--- src/rtl/pc_unit_pkg.sv ---
// Shared constants for the program-counter unit: next-PC select encodings and FSM states.
package pc_unit_pkg;

    localparam int PC_SEL_LEN = 3;

    localparam logic [PC_SEL_LEN-1:0] PC_PLUS4  = 3'd0;
    localparam logic [PC_SEL_LEN-1:0] PC_JAL    = 3'd1;
    localparam logic [PC_SEL_LEN-1:0] PC_JALR   = 3'd2;
    localparam logic [PC_SEL_LEN-1:0] PC_BRANCH = 3'd3;

    typedef enum logic [1:0] {
        BOOT = 2'd0,
        RUN  = 2'd1,
        HALT = 2'd2
    } pc_state_e;

endpackage

--- src/rtl/pc_unit_target.sv ---
// Combinational next-PC target: selects and adds the offset for sequential, jump and branch flow.
module pc_target
    import pc_unit_pkg::*;
#(
    parameter int XLEN = 32
) (
    input  logic [PC_SEL_LEN-1:0] sel,
    input  logic                  branch_taken,
    input  logic [XLEN-1:0]       imm_i,
    input  logic [XLEN-1:0]       imm_b,
    input  logic [XLEN-1:0]       imm_j,
    input  logic [XLEN-1:0]       rs1_data,
    input  logic [XLEN-1:0]       pc,
    input  logic [XLEN-1:0]       step,
    output logic [XLEN-1:0]       target
);

    logic [XLEN-1:0] jalr_sum;

    assign jalr_sum = rs1_data + imm_i;

    // All sums wrap naturally at XLEN bits; unrecognised selects fall back to sequential flow.
    always_comb begin
        target = pc + step;
        case (sel)
            PC_JAL:    target = pc + imm_j;
            PC_JALR:   target = {jalr_sum[XLEN-1:1], 1'b0};
            PC_BRANCH: target = branch_taken ? (pc + imm_b) : (pc + step);
            default:   target = pc + step;
        endcase
    end

endmodule

--- src/rtl/pc_unit.sv ---
// Program-counter unit: boot sequencing, fetch handshake, trap/xRET redirect and misalignment halt.
//   state | meaning
//   BOOT  | pc forced to RESET_VECTOR, not yet presented to fetch
//   RUN   | pc presented; advances on each accepted fetch
//   HALT  | misaligned target seen; pc frozen until trap or trap_return
module pc_unit
    import pc_unit_pkg::*;
#(
    parameter int              XLEN         = 32,
    parameter logic [XLEN-1:0] RESET_VECTOR = '0,
    parameter int              IALIGN       = 32
) (
    input  logic                  clk,
    input  logic                  reset,
    input  logic [PC_SEL_LEN-1:0] sel,
    input  logic                  branch_taken,
    input  logic [XLEN-1:0]       imm_i,
    input  logic [XLEN-1:0]       imm_b,
    input  logic [XLEN-1:0]       imm_j,
    input  logic [XLEN-1:0]       rs1_data,
    input  logic                  inst_compressed,
    input  logic                  stall,
    input  logic                  trap,
    input  logic [XLEN-1:0]       trap_vector,
    input  logic                  trap_return,
    input  logic [XLEN-1:0]       epc,
    input  logic                  fetch_ready,
    output logic [XLEN-1:0]       pc,
    output logic                  pc_valid,
    output logic                  misaligned,
    output logic [XLEN-1:0]       misaligned_addr
);

    localparam logic [XLEN-1:0] ALIGN_MASK = (IALIGN == 16) ? ~XLEN'(1) : ~XLEN'(3);

    pc_state_e       state, state_next;
    logic [XLEN-1:0] pc_next, mis_addr_next, step, target;
    logic            mis_next, accept, target_bad;

    assign step     = (IALIGN == 16 && inst_compressed) ? XLEN'(2) : XLEN'(4);
    assign pc_valid = (state == RUN);
    assign accept   = pc_valid & fetch_ready & ~stall;

    pc_target #(.XLEN(XLEN)) u_target (
        .sel          (sel),
        .branch_taken (branch_taken),
        .imm_i        (imm_i),
        .imm_b        (imm_b),
        .imm_j        (imm_j),
        .rs1_data     (rs1_data),
        .pc           (pc),
        .step         (step),
        .target       (target)
    );

    assign target_bad = (IALIGN == 16) ? target[0] : target[1];

    always_comb begin
        state_next    = state;
        pc_next       = pc;
        mis_next      = 1'b0;
        mis_addr_next = misaligned_addr;
        case (state)
            BOOT: begin
                pc_next    = RESET_VECTOR;
                state_next = RUN;
            end
            RUN, HALT: begin
                // Redirects win over everything, so misaligned can never pulse alongside them.
                if (trap) begin
                    pc_next    = trap_vector & ALIGN_MASK;
                    state_next = RUN;
                end else if (trap_return) begin
                    pc_next    = epc & ALIGN_MASK;
                    state_next = RUN;
                end else if (accept) begin
                    if (target_bad) begin
                        mis_next      = 1'b1;
                        mis_addr_next = target;
                        state_next    = HALT;
                    end else begin
                        pc_next = target;
                    end
                end
            end
            default: state_next = BOOT;
        endcase
    end

    always_ff @(posedge clk) begin
        if (reset) begin
            state           <= BOOT;
            pc              <= RESET_VECTOR;
            misaligned      <= 1'b0;
            misaligned_addr <= '0;
        end else begin
            state           <= state_next;
            pc              <= pc_next;
            misaligned      <= mis_next;
            misaligned_addr <= mis_addr_next;
        end
    end

endmodule
--- config.mk ---
export PLATFORM = sky130hd
export DESIGN_NAME = pc_unit
export DESIGN_NICKNAME = d
export VERILOG_FILES = /design/src/rtl/pc_unit_pkg.sv /design/src/rtl/pc_unit_target.sv /design/src/rtl/pc_unit.sv
export SDC_FILE = /design/constraint.sdc
export NUM_CORES = 1
export LEC_CHECK = 0
export CORE_MARGIN = 4
export CORE_UTILIZATION = 40
export CTS_CLUSTER_DIAMETER = 80
export DETAILED_ROUTE_END_ITERATION = 10
export HOLD_SLACK_MARGIN = 0.12
export PLACE_DENSITY_LB_ADDON = 0.1
export SKIP_CTS_REPAIR_TIMING = 1
export SKIP_LAST_GASP = 1
export SYNTH_ARGS = -nofsm -noshare
export SYNTH_HDL_FRONTEND = slang
export SYNTH_SLANG_ARGS = --single-unit
export TNS_END_PERCENT = 30
--- constraint.sdc ---
create_clock -name clk -period 7.1 [get_ports clk]
set_input_delay 1.42 -clock clk [delete_from_list [all_inputs] [get_ports clk]]
set_output_delay 1.42 -clock clk [all_outputs]
set_load 0.05 [all_outputs]
# Word-level counts from Yosys, hierarchy flattened
# Index checks and enable logic that the tools add are counted.
[word_totals] regBits=67 inputBits=203 out_inout_bits=66 wordCells=43
[op_classes] add_sub_neg=4 n_eq_ne=8 mux=13 bitwise=7 n_reduce_logical=7
[op_table] cell="32-bit two-way mux" n=5
[op_table] cell="32-bit adder" n=3
[op_table] cell="32-bit one-hot mux with 3 select lines" n=1
[op_table] cell="32-bit one-hot mux with 2 select lines" n=1
[op_table] cell="32-bit by 3-bit adder with 32-bit output, second input constant" n=1
[op_table] cell="4-bit inequality test, second input constant" n=3
[op_table] cell="2-bit two-way mux" n=4
[op_table] cell="3-bit by 2-bit == test with 1-bit output, second input constant" n=2
[op_table] cell="1-bit inverter" n=5
[op_table] cell="5-bit AND reduction" n=1
[op_table] cell="5-bit OR reduction" n=1
[op_table] cell="2-bit one-hot mux with 2 select lines" n=1
[op_table] cell="3-bit by 1-bit == test with 1-bit output, second input constant" n=1
[op_table] cell="3-bit AND reduction" n=1
[op_table] cell="1-bit AND" n=2
[op_table] cell="2-bit by 1-bit == test with 1-bit output, second input constant" n=1
[op_table] cell="2-bit == test, second input constant" n=1
[op_table] cell="2-bit zero test" n=1
[op_table] cell="2-bit AND reduction" n=1
[op_table] cell="2-bit nonzero test" n=1
[op_table] cell="2-bit OR reduction" n=1
[op_table] cell="1-bit two-way mux" n=1

# Logic depth before layout (Yosys ltp)
# Gate-level depths: netlist (run 1).
[logic_depth] depth_word=8 mapped_depth=12 ltp_nobuf=11

# Hierarchy
# Synthesis (run 1) repeated with hierarchy kept, for this count alone.
[hier_totals] hier_cells=1309 hier_area_um2=10060.9
[by_module_without_submodules] mod="pc_target" instances=1 cells_per_inst=932 area_each_um2=6597.6 seq_area_each_um2=0.0
[by_module_without_submodules] mod="pc_unit" instances=1 cells_per_inst=377 area_each_um2=3463.3 seq_area_each_um2=1321.3

# Worst setup path after synthesis (run 1)
# OpenSTA, ideal clock, no wires.
[synth_path] path_kind="input -> register" start="input port imm_j[27]" end="register pc[31]" setup_ns=0.121 t_arrival_ns=3.903 required_ns=6.979 setup_slack_ns=3.076 cell_stages=11 path_buffers=1 cell_sequence="ha_1 buf_6 a2111oi_4 o311ai_2 a31oi_4 o21a_1 o21ai_1 a221o_1 or4b_1 a211oi_1 o21ai_1"
[synth_between] elab_chain_cells=7
[synth_lines] item="start, declared" line_no="pc_unit.sv:19" source="input logic [XLEN-1:0] imm_j,"
[synth_lines] item="32-bit adder" line_no="pc_unit_target.sv:26" source="PC_JAL: target = pc + imm_j;"
[synth_lines] item="32-bit one-hot mux with 3 select lines" line_no="pc_unit_target.sv:25" source="case (sel)"
[synth_lines] item="32-bit two-way mux" line_no="pc_unit.sv:77" source="if (target_bad) begin"
[synth_lines] item="32-bit two-way mux" line_no="pc_unit.sv:76" source="end else if (accept) begin"
[synth_lines] item="32-bit two-way mux" line_no="pc_unit.sv:73" source="end else if (trap_return) begin"
[synth_lines] item="32-bit two-way mux" line_no="pc_unit.sv:70" source="if (trap) begin"
[synth_lines] item="32-bit one-hot mux with 2 select lines" line_no="pc_unit.sv:63" source="case (state)"
[synth_lines] item="end signal, assigned" line_no="pc_unit.sv:98" source="pc <= pc_next;"
[synth_lines] item="end, declared" line_no="pc_unit.sv:28" source="output logic [XLEN-1:0] pc,"
# No other way between the ends. The select of a mux whose other input is x is not followed.
# A chain may end at the register's enable or synchronous reset.

# Worst setup path in the final report (run 1)
[layout_path] start="input port imm_i[1]" end="register pc[26]"
[layout_between] elab_chain_cells=7 word_cells_on_any_way=9 classes_between="1 x add/sub; 1 x eq/ne; 6 x mux; 1 x reduce/logical"
[layout_lines] item="start, declared" line_no="pc_unit.sv:17" source="input logic [XLEN-1:0] imm_i,"
[layout_lines] item="32-bit adder (*)" line_no="pc_unit_target.sv:20" source="assign jalr_sum = rs1_data + imm_i;"
[layout_lines] item="32-bit one-hot mux with 3 select lines (*)" line_no="pc_unit_target.sv:25"
[layout_lines] item="32-bit two-way mux" line_no="pc_unit.sv:77"
[layout_lines] item="32-bit two-way mux" line_no="pc_unit.sv:76"
[layout_lines] item="32-bit two-way mux" line_no="pc_unit.sv:73"
[layout_lines] item="32-bit two-way mux" line_no="pc_unit.sv:70"
[layout_lines] item="32-bit one-hot mux with 2 select lines" line_no="pc_unit.sv:63"
# Mark *: on every way between the ends. The rest lies on a longest branch, timed or not. The select of a mux whose other input is x is not followed.

==> summary by stage, run 1 <==
Timing
The worst slew margin relative to its limit is 11.4%. The slew at the pin closest to its max-slew limit is 1.32 ns. The clock arrives with 0.00967 ns of skew.

The final count of hold timing violations is 0. Setup repair after global routing left no endpoint under its margin. In the final timing run, aggregate negative setup slack is 0 ns.

The maximum clock rate is 201 MHz. The final cycle utilization of the critical path is 70.0%. The final critical delay including setup and external delays is 4.97 ns. Setup violations remaining at the end of the flow were counted as 0. The count of final max-slew check failures came to 0.

Critical path
At the worst endpoint, the required time is 7.38 ns. The worst register-to-register path ends at misaligned_addr[24]. The data arrival time of the critical path is between 5 and 6 ns.

The worst setup path category is primary input to register. The critical path's largest stage delay is 1.02 ns. The largest fanout on the critical path is 21. For the worst flop-to-flop path, the logic depth is 10. The worst setup path is launched from a primary input. The signal on the critical path passes through clkdlybuf4s50_1, inv_1, fa_1, or3b_2, a21oi_1, o311ai_1, nand2b_1, nor2b_2, buf_4, a21oi_1, o21ai_0. The critical path buffer and inverter count is 3. Grouping stages by cell kind, the critical path spends the most delay in simple AND/OR/NAND/NOR gates. The worst setup path is captured at a register. Tracing the worst setup path back leads to its startpoint at imm_i[1].

By instance count, the cell type seen most on the critical path is sky130_fd_sc_hd__a21oi_1. The largest individual stage delay along the critical path comes from the cell sky130_fd_sc_hd__nor2b_2. The worst reg-to-reg setup slack is 3.22 ns.

The start of the worst register-to-register path is pc[11].

Placement
The congestion estimate from routability-driven global placement came to 0.962. Input and output buffers added on the ports amount to 262. The cell count after placement is 1,902. The sum of net half-perimeters after detailed placement is 37,000 um.

Power
The post-layout total power is 1.74 mW. For this design the ratio of total power to cell area is 135 mW/mm2. The worst voltage drop across the vdd grid is roughly 0.11 mV. The leakage power total is slightly above 5 nW.

Yosys
The number of nets produced by synthesis is ~1,700. During synthesis, Yosys emitted a total of 0 warnings. The synthesized design spends more area on one cell type than any other, namely sky130_fd_sc_hd__dfxtp_1. The most frequently used cell type in the post-synthesis netlist is sky130_fd_sc_hd__nor2_1.

By area the synthesized netlist is led by sky130_fd_sc_hd__dfxtp_1 (13%), sky130_fd_sc_hd__ha_1 (12%), sky130_fd_sc_hd__a21oi_1 (5.6%). By count the netlist is led by sky130_fd_sc_hd__nor2_1 (140), sky130_fd_sc_hd__nand2_1 (124), sky130_fd_sc_hd__a21oi_1 (111). Counting flops with a built-in enable in the synthesized netlist gives 0. The cell area after synthesis is 0.00983 mm2. Synthesis produced roughly 1,400 cells. The synthesized design devotes to its leading area cell type ~13% of total area. In the synthesized netlist the dominant register cell turns out to be sky130_fd_sc_hd__dfxtp_1. The average instance in the mapped netlist occupies 7.13 um2. Counting flops and latches in the post-synthesis netlist gives 66.

The share of synthesized flip-flops with an asynchronous set or reset is 0%. The count of cell types in the netlist is 82. Of the synthesized area, sequential elements account for 13.4%.

Layout
The total area of multi-input combinational cells is 0.00809 mm2. The final net count is 1,889. Counting the fill cells in the layout gives 2,394. The ratio of cells with drive above 1 in the final layout is 3.83%. The number of antenna diodes in the final layout is 0. The post-route non-filler standard cell count is 1,918. The relative area change from synthesis to final layout is 31.5%. The flip-flop and latch area is 0.00132 mm2.

Worst hold path
The startpoint of the worst hold path is misaligned_addr[27]. The capture endpoint of the worst hold path is misaligned_addr[27]. Counting instances, the worst hold path has a depth of 2. In this run the worst hold path is classified as register to register.

Floorplan
The floorplan has 57 rows. The die boundary height is about 160 um. The die covers 0.0272 mm2.

Pin placement for this block handled between 200 and 300 I/O pins. The core area is approximately 0.024 mm2. Once the floorplan was initialized, standard cells occupied 40.6% of the core. The width of the chip is 165 um.

Route
The number of DRC violations after detailed-routing iteration 0 is between 1,000 and 1,500. Dividing the detail-routed via count by the number of cells gives about 6.2. For this block, the routed nets add up to 45,700 um of wire. Once detail routing completed, the nets flagged for antenna violations numbered 0.

The post-route DRC violation count is 0. After detailed routing, the average wire length per cell comes to 23.8 um. The detailed-routing iteration count for the pre-antenna-repair pass is 6. The routed via count is 11,900.

Clock network
The clock tree synthesis step divided the H-tree into 3 levels. The clock tree buffer depth is 2. TritonCTS created 9 clock buffers. The clock net sink count is 66. After clock tree synthesis, the clock-pin slew on the worst setup and hold paths is 0.07 ns. TritonCTS built the clock tree. The worst-skew pair later-pin latency is 0.35 ns. CTS placed an instance of sky130_fd_sc_hd__clkbuf_16 at the clock tree root.

Global routing
Entering global routing, the biggest net connects 48 pins. The total global routing track utilization is 32.2%. For this run the aggregate overflow at the end of global routing stands at 0. The initial antenna violation count is 1. The via count of the first global-routing pass was roughly 11,000.

The first global-routing pass estimated between 60,000 and 70,000 um of wire.

Outcome
The flow ran to the end, and the final reports show no timing, DRC or antenna violations.

Run
The tool flagged a number of max-cap violations equal to 0.
metal layers:
metal | share of wire, % | vias up | track usage, %
met5 | 0.028 | - | 0
met4 | 3.4 | 2 | 11.2
met3 | 8.3 | 76 | 3.94
met2 | 45 | 581 | 52.9
met1 | 43 | 5599 | 43.6
li1 | - | 5684 | -
state kept, by name, indices dropped and copies added, names as in the netlist:
name / count
misaligned_addr: 32
pc: 31
state: 2
misaligned: 1
final cells by class:
class / count / area share [%]
clock buffer: 9 / 1.74
clock inverter: 7 / 0.629
inverter: 28 / 0.813
multi-input combinational: 1210 / 62.5
sequential: 66 / 10.2
tap: 324 / 3.13
timing repair buffer: 274 / 20.9
cell families after synthesis:
family	share of synthesized area, %
AOI/OAI and AO/OA	33.5
xor gates and xnor gates	7.57
adders and majority gates	12.4
buffers and inverters	4.52
DFF	13.4
muxes	2.80
other	0.0381
and+or+nand+nor	25.7
worst max path at each step:
stage,slack [ns],to,depth (start not counted)
2_1_floorplan,3.08,pc[31],11
4_1_cts,2.14,pc[26],11
5_1_grt,2.00,pc[26],11
3_5_place_dp,1.78,pc[26],11
3_3_place_gp,1.82,pc[26],11
6_report,2.13,pc[26],11
power by group:
group	internal (mW)	leakage, nW	total [mW]	switching [mW]
Clock	0.278	0.147	0.493	0.214
Combinational	0.342	4.48	0.835	0.494
Sequential	0.382	0.534	0.416	0.0341
layout by cell type (no fill, tap or decap), types with 16 or more instances in the layout:
| master | Yosys | layout |
|---|---|---|
| sky130_fd_sc_hd__a211oi_1 | 39 | 39 |
| sky130_fd_sc_hd__a21o_1 | 42 | 42 |
| sky130_fd_sc_hd__a21oi_1 | 111 | 111 |
| sky130_fd_sc_hd__a22oi_1 | 18 | 18 |
| sky130_fd_sc_hd__a31oi_1 | 20 | 20 |
| sky130_fd_sc_hd__and3_1 | 23 | 23 |
| sky130_fd_sc_hd__clkdlybuf4s50_1 | 0 | 261 |
| sky130_fd_sc_hd__dfxtp_1 | 66 | 66 |
| sky130_fd_sc_hd__ha_1 | 96 | 96 |
| sky130_fd_sc_hd__inv_1 | 27 | 27 |
| sky130_fd_sc_hd__mux2i_1 | 23 | 23 |
| sky130_fd_sc_hd__nand2_1 | 124 | 124 |
| sky130_fd_sc_hd__nand3_1 | 47 | 47 |
| sky130_fd_sc_hd__nand4_1 | 29 | 29 |
| sky130_fd_sc_hd__nor2_1 | 140 | 139 |
| sky130_fd_sc_hd__nor3_1 | 49 | 47 |
| sky130_fd_sc_hd__o211ai_1 | 17 | 17 |
| sky130_fd_sc_hd__o21ai_0 | 86 | 86 |
| sky130_fd_sc_hd__o31ai_1 | 16 | 16 |
| sky130_fd_sc_hd__xnor2_1 | 43 | 43 |
| sky130_fd_sc_hd__xor2_1 | 42 | 42 |
worst register-to-register path, cell delays in order (launching register included):
cell and delay [ns]:
sky130_fd_sc_hd__dfxtp_1 0.58, sky130_fd_sc_hd__ha_1 0.41, sky130_fd_sc_hd__a21o_1 0.24, sky130_fd_sc_hd__nor2b_1 0.14, sky130_fd_sc_hd__o211a_1 0.24, sky130_fd_sc_hd__nor4_1 0.76
sky130_fd_sc_hd__o31ai_1 0.29, sky130_fd_sc_hd__xor2_1 0.27, sky130_fd_sc_hd__a221oi_1 0.43, sky130_fd_sc_hd__o2111ai_1 0.21, sky130_fd_sc_hd__nor3b_1 0.18
stage by stage:
| step | cell area, um2 | setup WS, ns | hold WS [ns] | utilization (%) |
|---|---|---|---|---|
| after floorplan | 9830 | 3.08 | 0.495 | - |
| after CTS | 12900 | 2.14 | 0.500 | 53.3 |
| final | 12900 | 2.13 | 0.497 | 53.3 |
| after global placement | 12600 | 1.82 | 0.453 | 52.1 |
| after global routing | 12900 | 2.00 | 0.519 | 53.3 |
| after detailed placement | 12600 | 1.78 | 0.486 | 52.1 |
Power figures use the tool's default switching activity.
==> run 2, diff against run 1 <==
==> constraint.sdc (replaced) <==
create_clock -name clk -period 4.57 [get_ports clk]
set_input_delay 0.914 -clock clk [delete_from_list [all_inputs] [get_ports clk]]
set_output_delay 0.914 -clock clk [all_outputs]
set_load 0.05 [all_outputs]
==> summary by stage, run 2 (synthesis gave the netlist of run 1 again) <==
Run
The max capacitance violation total came to 0 (unchanged).

Route
The detailed-routing iteration count for the pre-antenna-repair pass is 7 (was 6). The wire length reported by the detailed router came to 46,300 um (was 45,700 um). The number of DRC violations after detailed-routing iteration 0 is 1,119 (was 1,191). The final antenna-violating net count came to 0 (unchanged). The average wire per cell in the routed design is 23.4 um (was 23.8 um). The post-route DRC violation count is 0 (unchanged). The mean number of vias per cell is 6.13 (was 6.23). The routed via count is 12,100 (was 11,900).

Floorplan
The boundary pin count is 269 (unchanged). The die outline area is 0.0272 mm2 (unchanged). The number of rows created at floorplan came to 57 (unchanged). The effective utilization at floorplan is 40.6% (unchanged). The width of the chip is 165 um (unchanged). The die boundary height came to 165 um (unchanged).

The core area came to 0.0242 mm2 (unchanged).

Critical path
The largest fanout on the critical path is 5 (was 21). The capturing element type of the critical path was a register (unchanged). The nature of the critical path startpoint is a primary input (unchanged).

The data arrival time of the critical path is 4.30 ns (was 5.25 ns). The data required time at the worst endpoint came to 4.78 ns (was 7.38 ns). The worst setup path category is primary input to register (unchanged).

Global routing
The leftover overflow at the end of global routing is 0 (unchanged). The total global routing track utilization came to 32.8% (was 32.2%). The global-route wire length before repair is 67,500 um (was 66,800 um). The initial antenna violation count is 3 (was 1). The largest net degree at the start of global routing is 48 (unchanged). The via count of the first global-routing pass was 11,500 (was 11,300).

Timing
Based on the critical path, the design can be clocked at up to 245 MHz. Unrepaired setup endpoints after global routing: false (unchanged). The final count of negative-setup-slack endpoints is 0 (unchanged). The worst setup slack after layout is 0.486 ns (was 2.13 ns). The worst slew margin relative to its limit is 30.5% (was 11.4%). Of the available clock period, the critical path in the final layout requires approximately nine tenths. The final critical delay including setup and external delays is 4.08 ns.

The slew at the pin closest to its max-slew limit is 1.04 ns (was 1.32 ns). The sum of negative setup slack is 0 ns (unchanged). The final hold slack is 0.475 ns (was 0.497 ns). The maximum clock skew at final layout is 0.0143 ns (was 0.00967 ns). The final count of hold timing violations is 0 (unchanged).

The count of final max-slew check failures is 0 (unchanged).

Placement
The pre-CTS worst setup slack is 0.187 ns (was 1.78 ns). The sum of net half-perimeters after detailed placement is 37,700 um (was 37,000 um). The placer's final routability congestion estimate is 0.948 (was 0.962).

The number of buffers added on ports is 262 (unchanged).

Power
The share of total power in sequential cells is 22.9% (was 23.9%). The internal power contribution came to 1.64 mW (was 1.00 mW). The proportion of power drawn by combinational gates is 48.2% (was 47.9%). The switching power total is 1.16 mW (was 0.742 mW).

The worst voltage drop across the vdd grid is 0.133 mV (was 0.107 mV). The areal power density over the cells is 210 mW/mm2 (was 135 mW/mm2). The leakage power total came to 5.44 nW (was 5.16 nW). The post-layout total power is 2.80 mW (was 1.74 mW). The switching fraction of total power is 41.4% (was 42.5%). The fraction of power consumed by the clock network is 28.9% (was 28.3%).

Clock network
The worst-skew pair later-pin latency is 0.36 ns (was 0.35 ns). The clock root buffer is sky130_fd_sc_hd__clkbuf_16 (unchanged). The clock tree buffer depth was 2 (unchanged). The number of levels the H-tree was split into is 3 (unchanged). The clock edge transition at the registers on the reported setup and hold paths came to 0.07 ns (about the same). The clock tree from TritonCTS was yes (unchanged). The CTS buffer count is 9 (unchanged). The clock net sink count came to 66 (unchanged).

Layout
Most frequent cells in the layout: sky130_fd_sc_hd__clkdlybuf4s50_1 (261), sky130_fd_sc_hd__nor2_1 (139), sky130_fd_sc_hd__nand2_1 (124) (unchanged). The flip-flop count of the largest register after layout was 32 (unchanged). The filler cell count is 2,406 (was 2,394). Largest registers: misaligned_addr x32, pc x31, state x2 (unchanged).

The final net count is 1,943 (was 1,889). The most frequent standard cell in the layout excluding fill and tap cells is sky130_fd_sc_hd__clkdlybuf4s50_1 (unchanged). The ratio of cells with drive above 1 in the final layout is 6.98% (was 3.83%). The relative area change from synthesis to final layout was 35.9% (was 31.5%). The register bank with the most flops is misaligned_addr (unchanged).

Outcome
Run status: finished clean (unchanged).

Worst hold path
The kind of path behind the tightest hold check is register to register (unchanged).
run 2: cell type report:
class	instances	area (um2)	area share, %
multi-input combinational	1210	8090	60.5
tap	324	405	3.03
inverter	28	105	0.786
clock inverter	7	100	0.749
antenna	2	5.00	0.0374
sequential	66	1320	9.89
clock buffer	9	225	1.69
timing repair buffer	328	3110	23.3
run 2: worst max-delay path, stage by stage:
cell                              delay [ns]
sky130_fd_sc_hd__clkdlybuf4s50_1        0.48
sky130_fd_sc_hd__inv_1                  0.06
sky130_fd_sc_hd__fa_1                   0.44
sky130_fd_sc_hd__nand2b_1               0.18
sky130_fd_sc_hd__a21oi_1                0.28
sky130_fd_sc_hd__a21oi_1                0.14
sky130_fd_sc_hd__o21ai_0                0.49
sky130_fd_sc_hd__o311ai_0               0.27
sky130_fd_sc_hd__o22ai_1                0.43
sky130_fd_sc_hd__o211ai_1               0.25
sky130_fd_sc_hd__o31ai_1                0.13
sky130_fd_sc_hd__buf_4                  0.16
sky130_fd_sc_hd__o31ai_1                0.06
run 2: power groups by stage:
stage / Clock [mW] / Combinational, mW / Sequential [mW]
6_report: 0.811 / 1.35 / 0.641
5_1_grt: 0.837 / 1.45 / 0.643
4_1_cts: 0.814 / 1.32 / 0.638
3_5_place_dp: 0 / 1.32 / 0.651
3_3_place_gp: 0 / 1.31 / 0.651
2_1_floorplan: 0 / 0.728 / 0.693
run 2: per-layer routing:
metal  track usage, %  wire (um)  vias to the layer above
met4             13.1       1970                        0
met2             51.9      20300                      578
met5                0          0                        -
met3             5.04       3900                      107
met1             44.7      20100                     5626
li1                 -          -                     5795
run 2: stage by stage:
stage               instance area [um2]  util (%)  instances
floorplan                          9830         -       1380
global placement                  13000      53.8       1956
detailed placement                13000      53.8       1956
CTS                               13400      55.1       1972
global route                      13400      55.1       1974
finish                            13400      55.1       1974
run 2: final timing paths:
check	slack (ns)	cells past startpoint	startpoint	to
min reg2reg	0.47	2	misaligned_addr[1]	misaligned_addr[1]
min	0.47	2	misaligned_addr[1]	misaligned_addr[1]
max	0.49	13	imm_i[1]	misaligned_addr[26]
max reg2reg	1.10	10	pc[6]	misaligned_addr[25]
==> run 3, diff against run 2 <==
--- a/config.mk
+++ b/config.mk
@@ -16,4 +16,3 @@
 export SYNTH_ARGS = -nofsm -noshare
 export SYNTH_HDL_FRONTEND = slang
 export SYNTH_SLANG_ARGS = --single-unit
-export TNS_END_PERCENT = 30
==> results of run 3 <==
The final DEF is identical to that of run 2; final timing and power are the same.
